===== config.mk =====
export PLATFORM = sky130hd
export DESIGN_NAME = ram_loader
export DESIGN_NICKNAME = d
export VERILOG_FILES = /design/src/rtl/ram_loader.sv
export SDC_FILE = /design/constraint.sdc
export NUM_CORES = 1
export LEC_CHECK = 0
export ABC_CLOCK_PERIOD_IN_PS = 3800
export BUFFER_PORTS_ARGS = -buffer_cell sky130_fd_sc_hd__buf_2
export CORE_ASPECT_RATIO = 1.5
export CORE_MARGIN = 3
export CORE_UTILIZATION = 35
export DETAILED_ROUTE_END_ITERATION = 8
export PLACE_DENSITY_LB_ADDON = 0.3
export SLEW_MARGIN = 5
export SYNTH_ARGS = -nofsm -noshare
export SYNTH_HDL_FRONTEND = slang
export SYNTH_SLANG_ARGS = --single-unit

===== constraint.sdc =====
create_clock -name clk -period 3.8 [get_ports clk]
set_input_delay 0.76 -clock clk [delete_from_list [all_inputs] [get_ports clk]]
set_output_delay 0.76 -clock clk [all_outputs]
set_load 0.02 [all_outputs]

===== src/rtl/ram_loader.sv =====
// ram_loader: streams bytes from a valid/ready source into consecutive RAM
// addresses starting at a programmable base. An optional readback pass
// compares every written word against a shadow copy. The RAM is idle whenever
// the loader is idle.
// Ports: clk/reset; start, base_addr, length and verify_en set up a session.
// in_data/in_valid/in_ready form the byte stream. ram_* drive the RAM port and
// ram_data_out returns read data. busy, done, error and error_addr report status.
// All outputs come straight from registers.
module ram_loader #(
  parameter int ADDR_WIDTH = 4,
  parameter int DATA_WIDTH = 8,
  parameter int DEPTH      = 16
) (
  input  logic                  clk,
  input  logic                  reset,
  input  logic                  start,
  input  logic [ADDR_WIDTH-1:0] base_addr,
  input  logic [ADDR_WIDTH:0]   length,
  input  logic                  verify_en,
  input  logic [DATA_WIDTH-1:0] in_data,
  input  logic                  in_valid,
  output logic                  in_ready,
  output logic [ADDR_WIDTH-1:0] ram_address,
  output logic [DATA_WIDTH-1:0] ram_data_in,
  output logic                  ram_write_enable,
  output logic                  ram_read_enable,
  input  logic [DATA_WIDTH-1:0] ram_data_out,
  output logic                  busy,
  output logic                  done,
  output logic                  error,
  output logic [ADDR_WIDTH-1:0] error_addr
);

  typedef enum logic [1:0] {IDLE, WRITE, VERIFY, FINISH} state_t;

  state_t                state, state_d;
  logic [ADDR_WIDTH-1:0] base_q, base_d;
  logic [ADDR_WIDTH:0]   len_q, len_d;
  logic                  ver_q, ver_d;
  // Byte index during WRITE, then reused as the readback index during VERIFY.
  logic [ADDR_WIDTH:0]   count, count_d, count_inc;
  logic                  in_ready_d, we_d, re_d, done_d, err_d;
  logic [ADDR_WIDTH-1:0] addr_d, eaddr_d;
  logic [DATA_WIDTH-1:0] din_d;
  logic                  hs;

  logic [DATA_WIDTH-1:0] shadow [DEPTH];

  assign hs        = in_valid & in_ready;
  assign count_inc = count + 1'b1;

  // The shadow copy holds data only. Reset does not need to clear it because
  // it is read only after a session has written it.
  always_ff @(posedge clk) begin
    if (state == WRITE && hs)
      shadow[count[ADDR_WIDTH-1:0]] <= in_data;
  end

  always_comb begin
    state_d    = state;
    base_d     = base_q;
    len_d      = len_q;
    ver_d      = ver_q;
    count_d    = count;
    in_ready_d = 1'b0;
    we_d       = 1'b0;
    re_d       = 1'b0;
    addr_d     = ram_address;
    din_d      = ram_data_in;
    done_d     = 1'b0;
    err_d      = error;
    eaddr_d    = error_addr;
    unique case (state)
      IDLE: begin
        if (start) begin
          base_d  = base_addr;
          len_d   = length;
          ver_d   = verify_en;
          count_d = '0;
          err_d   = 1'b0;
          eaddr_d = '0;
          if (length == '0) begin
            state_d = FINISH;
            done_d  = 1'b1;
          end else begin
            state_d    = WRITE;
            in_ready_d = 1'b1;
          end
        end
      end
      WRITE: begin
        if (hs) begin
          we_d       = 1'b1;
          addr_d     = base_q + count[ADDR_WIDTH-1:0];
          din_d      = in_data;
          count_d    = count_inc;
          in_ready_d = (count_inc < len_q);
        end else if (count == len_q) begin
          // The final strobe is on the bus this cycle, so the next cycle
          // is either the first read or the done pulse.
          if (ver_q) begin
            state_d = VERIFY;
            re_d    = 1'b1;
            addr_d  = base_q;
            count_d = '0;
          end else begin
            state_d = FINISH;
            done_d  = 1'b1;
          end
        end else begin
          in_ready_d = 1'b1;
        end
      end
      VERIFY: begin
        if (ram_data_out != shadow[count[ADDR_WIDTH-1:0]]) begin
          err_d   = 1'b1;
          eaddr_d = ram_address;
          state_d = FINISH;
          done_d  = 1'b1;
        end else if (count_inc == len_q) begin
          state_d = FINISH;
          done_d  = 1'b1;
        end else begin
          count_d = count_inc;
          re_d    = 1'b1;
          addr_d  = base_q + count[ADDR_WIDTH-1:0] + 1'b1;
        end
      end
      FINISH: begin
        state_d = IDLE;
      end
      default: state_d = IDLE;
    endcase
  end

  always_ff @(posedge clk or posedge reset) begin
    if (reset) begin
      state            <= IDLE;
      base_q           <= '0;
      len_q            <= '0;
      ver_q            <= 1'b0;
      count            <= '0;
      in_ready         <= 1'b0;
      ram_write_enable <= 1'b0;
      ram_read_enable  <= 1'b0;
      ram_address      <= '0;
      ram_data_in      <= '0;
      busy             <= 1'b0;
      done             <= 1'b0;
      error            <= 1'b0;
      error_addr       <= '0;
    end else begin
      state            <= state_d;
      base_q           <= base_d;
      len_q            <= len_d;
      ver_q            <= ver_d;
      count            <= count_d;
      in_ready         <= in_ready_d;
      ram_write_enable <= we_d;
      ram_read_enable  <= re_d;
      ram_address      <= addr_d;
      ram_data_in      <= din_d;
      busy             <= (state_d != IDLE);
      done             <= done_d;
      error            <= err_d;
      error_addr       <= eaddr_d;
    end
  end

endmodule


# Word-level counts from Yosys, hierarchy flattened
# Memories as Yosys holds them, arrays and structs flattened.
# Index checks and enable logic that the tools add are counted.
# W data, S select, Z words.
dict set report op_classes {
  n_reduce_logical 12
  n_shift 0
  addsub 3
  magnitude_cmp 1
  div_mod_pow 0
  bitwise_logic 1
  mux 50
  mul 0
  n_eq_ne 12
}
# operator n
set op_table {}
lappend op_table {{$mux W5} 6}
lappend op_table {{$mux W4} 7}
lappend op_table {{$mux W1} 23}
lappend op_table {{$pmux W4 S2} 2}
lappend op_table {{$pmux W5 S3} 1}
lappend op_table {{$mux W2} 6}
lappend op_table {{$eq A5 B5 Y1} 2}
lappend op_table {{$ne A2 B2 Y1 const B} 4}
lappend op_table {{$ne A8 B8 Y1} 1}
lappend op_table {{$pmux W2 S4} 1}
lappend op_table {{$pmux W1 S2} 3}
lappend op_table {{$reduce_and A6 Y1} 1}
lappend op_table {{$reduce_bool A2 Y1} 3}
lappend op_table {{$add A5 B1 Y5 const B} 1}
lappend op_table {{$logic_not A5 Y1} 1}
lappend op_table {{$lt A5 B5 Y1} 1}
lappend op_table {{$reduce_and A5 Y1} 1}
lappend op_table {{$add A4 B1 Y4 const B} 1}
lappend op_table {{$add A4 B4 Y4} 1}
lappend op_table {{$eq A2 B2 Y1 const B} 2}
lappend op_table {{$reduce_and A2 Y1} 2}
lappend op_table {{$ne A3 B2 Y1 const B} 1}
lappend op_table {{$ne A3 B3 Y1 const B} 1}
lappend op_table {{$pmux W1 S3} 1}
lappend op_table {{6 further kinds} 6}
dict set report totals {
  ff_bits 39
  output_inout_bits 22
  wordCells 94
  inputBits 30
  latchBits 0
  mem_bits_rw 128
  mem_bits_ro 0
  mem_count 1
}
# name depth word_bits read_ports rd_ports_with_merged_regs write_ports line_no
set mem_list {}
lappend mem_list {shadow 16 8 1 0 1 47} ;# logic [DATA_WIDTH-1:0] shadow [DEPTH];

# Longest topological paths before layout
dict set report logic_depth {
  ltp_word 6
  depth_mapped 12
  mapped_depth_nobuf 10
}

# Least setup slack after synthesis
# Ideal clock, no wire load.
dict set report synth_timing {
  path_type {reg2reg}
  start {register count[3]}
  end {register ram_address[0]}
  t_required_ns 3.675
  path_buffers 4
  stages_incl_launch_ff 13
  synth_period_minus_slack_ns 2.945
  path_slack_ns 0.855
  arrival_ns 2.820
  setup_ns 0.125
  path_cell_list {dfrtp_1 buf_2 buf_2 buf_2 clkbuf_1 xnor2_1 ha_1 and3_1 and3_1 nor2_2 a31oi_4 nor2_4 mux2_2}
}
dict set report synth_via {
  elab_chain_len 4
  word_cells_on_any_way 9
  cone_classes {1 x add/sub; 6 x eq/ne; 1 x reduce/logical; 1 x memory}
}
# element line_no
set synth_rtl {}
lappend synth_rtl {{start, declared} 41} ;# logic [ADDR_WIDTH:0] count, count_d, count_inc;
lappend synth_rtl {{start signal, assigned} 157} ;# count <= count_d;
lappend synth_rtl {{$mem_v2 Z16 W8 / $add A5 B1 Y5 (equally long branches)} -}
lappend synth_rtl {{$ne A8 B8 Y1 / $eq A5 B5 Y1 (equally long branches)} {115, 120}}
lappend synth_rtl {{$ne A2 B2 Y1 (no source line)} -}
lappend synth_rtl {{$reduce_and A5 Y1 (no source line) *} -}
lappend synth_rtl {{end signal, assigned} 161} ;# ram_address <= addr_d;
lappend synth_rtl {{end, declared} 23} ;# output logic [ADDR_WIDTH-1:0] ram_address,
# Mark *: on every way between the ends. The rest lies on a longest branch, timed or not.
# A chain may end at the register's enable or synchronous reset.

# Worst setup path after layout
dict set report layout_timing {
  start {register count[3]}
  end {register error_addr[0]}
}
dict set report layout_via {
  elab_chain_len 4
}
# element line_no
set layout_rtl {}
lappend layout_rtl {{$mem_v2 Z16 W8} -}
lappend layout_rtl {{$ne A8 B8 Y1} 115} ;# if (ram_data_out != shadow[count[ADDR_WIDTH-1:0]]) begin
lappend layout_rtl {{$ne A2 B2 Y1 (no source line)} -}
lappend layout_rtl {{$reduce_and A3 Y1 (no source line)} -}
lappend layout_rtl {{end signal, assigned} 166} ;# error_addr <= eaddr_d;
lappend layout_rtl {{end, declared} 31} ;# output logic [ADDR_WIDTH-1:0] error_addr
# Every way passes these cells.

==> impl_metrics.py <==
metrics = {
    "floorplan": {
        "core_mm2": 0.0206,
        "chipWidth_um": 125,
        "row_count": 64,
        "ios": 52,
        "initial_core_util": 0.359,
        "die_h_um": 184,
        "dieArea_mm2": 0.0229,
    },
    "synth": {
        "synth-seq-cells": 167,
        "seq_area_frac_synth": 0.652,
        "yosys.area.top_type_share": 0.520,
        "ys_top_cells_by_area": "edfxtp_1, dfrtp_1, mux4_2",
        "netlist_instances": 465,
        "synth_top_cell_by_area": "edfxtp_1",
        "synth_area_mm2": 0.00739,
        "avgSynthCellArea_um2": 15.9,
        "synth_edf_count": 128,
        "synth_ff_type": "edfxtp_1",
        "syn_nets": 513,
        "synth.distinct_cells": 56,
        "yosys_warnings": 0,
        "async_flop_share": 0.234,
    },
    "global_route": {
        "grt_pass1_wl_um": 26000,
        "gr-total-overflow": 0,
        "antenna_found_initial": 0,
        "grt_max_degree": 40,
        "grtUsageTotal": 0.150,
        "grt_pass1_vias": 4521,
    },
    "final_layout": {
        "drive_gt1_frac": 0.273,
        "ff_latch_area_mm2": 0.00482,
        "fillers": 1826,
        "mostFrequentLayoutCells": "edfxtp_1, buf_2, nand2_1",
        "synthToLayoutAreaGrowth_pct": 17.0,
        "n_antenna_cell": 0,
        "multi_input_area_mm2": 0.00240,
        "fin_cells": 818,
        "mostFrequentLayoutCell": "edfxtp_1",
        "final_nets": 589,
    },
    "sta": {
        "tns_ps": 0,
        "grt_setup_unrepaired": "no",
        "setup_violations": 0,
        "hold_slack_ps": 436,
        "fin_crit_sh": 0.865,
        "period_minus_slack_ps": 3290,
        "max-slew-margin-rel": 0.424,
        "setup_ws_ps": 514,
        "drv_slew": 0,
        "worstMarginPinSlew_ps": 865,
        "fmax_ghz": 0.304,
        "skew_ps": 8.76,
        "hold_viol_final": 0,
    },
    "critical_path": {
        "cp-end-kind": "register",
        "crit_type": "reg2reg",
        "critPathMaxFanout": 21,
        "start_kind": "register",
        "crit_chain": "buf_4, mux2i_1, xor2_1, nand4_1, mux2i_1, and3b_2, nor4b_1, or3_1",
        "critical_path.max_stage_delay_ps": 900,
        "timing.rr.start": "count[3]",
        "critPathCapture": "error_addr[0]",
        "arrival_ps": 3600,
        "r2r_slack_ps": 510,
        "path_common_cell": "mux2i_1",
        "r2r_end": "error_addr[0]",
        "startpoint": "count[3]",
        "r2r_cells": 8,
        "worstPathRequired_ps": 4110,
        "slowest_stage": "dfrtp_1",
    },
    "placed_design": {
        "dp_slack_ps": 497,
        "hpwlAfterDp_um": 11600,
        "portBuffers": 51,
        "placedCellCount": 786,
        "gp_congestion": 0.820,
    },
    "job": {
        "maxCapViolations": 0,
    },
    "status": {
        "status": "finished, final reports clean",
    },
    "clock_network": {
        "cts_buffer_depth": 2,
        "cts_tree": "built",
        "clk_pin_slew_ps": 70,
        "ctsHoldBuffers": 0,
        "cts_setup_buffers": 0,
        "cts.htree.levels": 4,
        "cts_resized": 0,
        "clock_latency_ps": 430,
        "clock_sinks": 167,
        "cts-root-buf": "clkbuf_16",
        "cts_buffers": 17,
    },
    "route": {
        "routed_wl_um": 16400,
        "wl_per_cell_um": 20.0,
        "drc_errors": 0,
        "vias_per_cell": 5.14,
        "vias": 4208,
        "ant_nets": 0,
        "first_pass_iters": 4,
        "first_iter_violations": 403,
    },
    "power_and_ir_drop": {
        "ir_worst_vdd_mv": 0.359,
        "power_per_cell_area_mw_per_mm2": 632,
        "total_power_mw": 5.47,
        "p_leak_nw": 3.20,
    },
    "hold_path": {
        "hp-class": "in2async",
    },
}
-- cells in the mapped netlist, drive strengths merged, types with 2 or more instances --
library cell and n:
a211oi 2, a21o 4, a21oi 7, a22oi 3
a31oi 3, and2 3, and3 6, buf 12
clkbuf 7, dfrtp 39, edfxtp 128, ha 17
inv 15, mux2 13, mux2i 12, mux4 34
nand2 40, nand2b 2, nand3 8, nand4 2
nor2 31, nor2b 3, nor3 8, nor4b 2
o21a 2, o21ai 15, o21bai 2, o31ai 2
o32a 2, o41ai 3, or4 3, xnor2 11
xor2 12
-- power breakdown --
part,internal (mW),total (mW),switching [mW]
clock network,0.973,1.69,0.717
registers,2.15,2.31,0.157
logic,0.623,1.47,0.846
total,3.75,5.47,1.72
-- critical path: cells and delay by family (launching register included) --
| kind | cells | cell delay (ps) |
|---|---|---|
| DFF | 1 | 900 |
| and+or+nand+nor | 4 | 1040 |
| muxes | 2 | 670 |
| buffers and inverters | 1 | 350 |
| xor gates and xnor gates | 1 | 170 |
-- cells by family after synthesis --
family	share of synthesized area
flip-flops	0.652
buffers and inverters	0.0242
AND/OR/NAND/NOR	0.0723
adder cells (fa/ha/maj)	0.0315
XOR/XNOR	0.0272
AO/OA/AOI/OAI	0.0489
multiplexers	0.144
-- final cells by class --
class                      instances  area share
tap                              264      0.0382
clock inverter                    14      0.0173
inverter                          16     0.00694
multi-input combinational        263       0.277
clock buffer                      18      0.0496
sequential                       167       0.557
timing repair buffer              76      0.0541
-- flip-flops by register name (all words and copies together), names as in the netlist --
name	flops
base_q	4
busy	1
count	5
done	1
error	1
error_addr	4
in_ready	1
len_q	5
ram_address	4
ram_data_in	8
ram_read_enable	1
ram_write_enable	1
shadow	128
state	2
ver_q	1
-- per-layer routing --
layer  GRT usage  wire length (µm)
met5           0                 0
met1       0.172              6490
met3      0.0352               594
met2       0.268              8870
met4      0.0658               419
-- worst min-delay path by stage --
stage	start	endpoint	cells past startpoint
after floorplan	len_q[0]	len_q[0]	1
after global placement	ram_data_in[4]	ram_data_in[4]	2
after detailed placement	ram_data_in[4]	ram_data_in[4]	2
after CTS	reset	ram_data_in[0]	3
after global routing	reset	ram_data_in[0]	3
final	reset	ram_data_in[4]	3
-- per-stage QoR --
stage / utilization / cell area (µm²)
after global routing: 0.421 / 8650
after global placement: 0.392 / 8080
final: 0.421 / 8650
after detailed placement: 0.392 / 8080
after floorplan: - / 7390
after CTS: 0.421 / 8650
No activity file was read; power rests on OpenSTA's default activity.
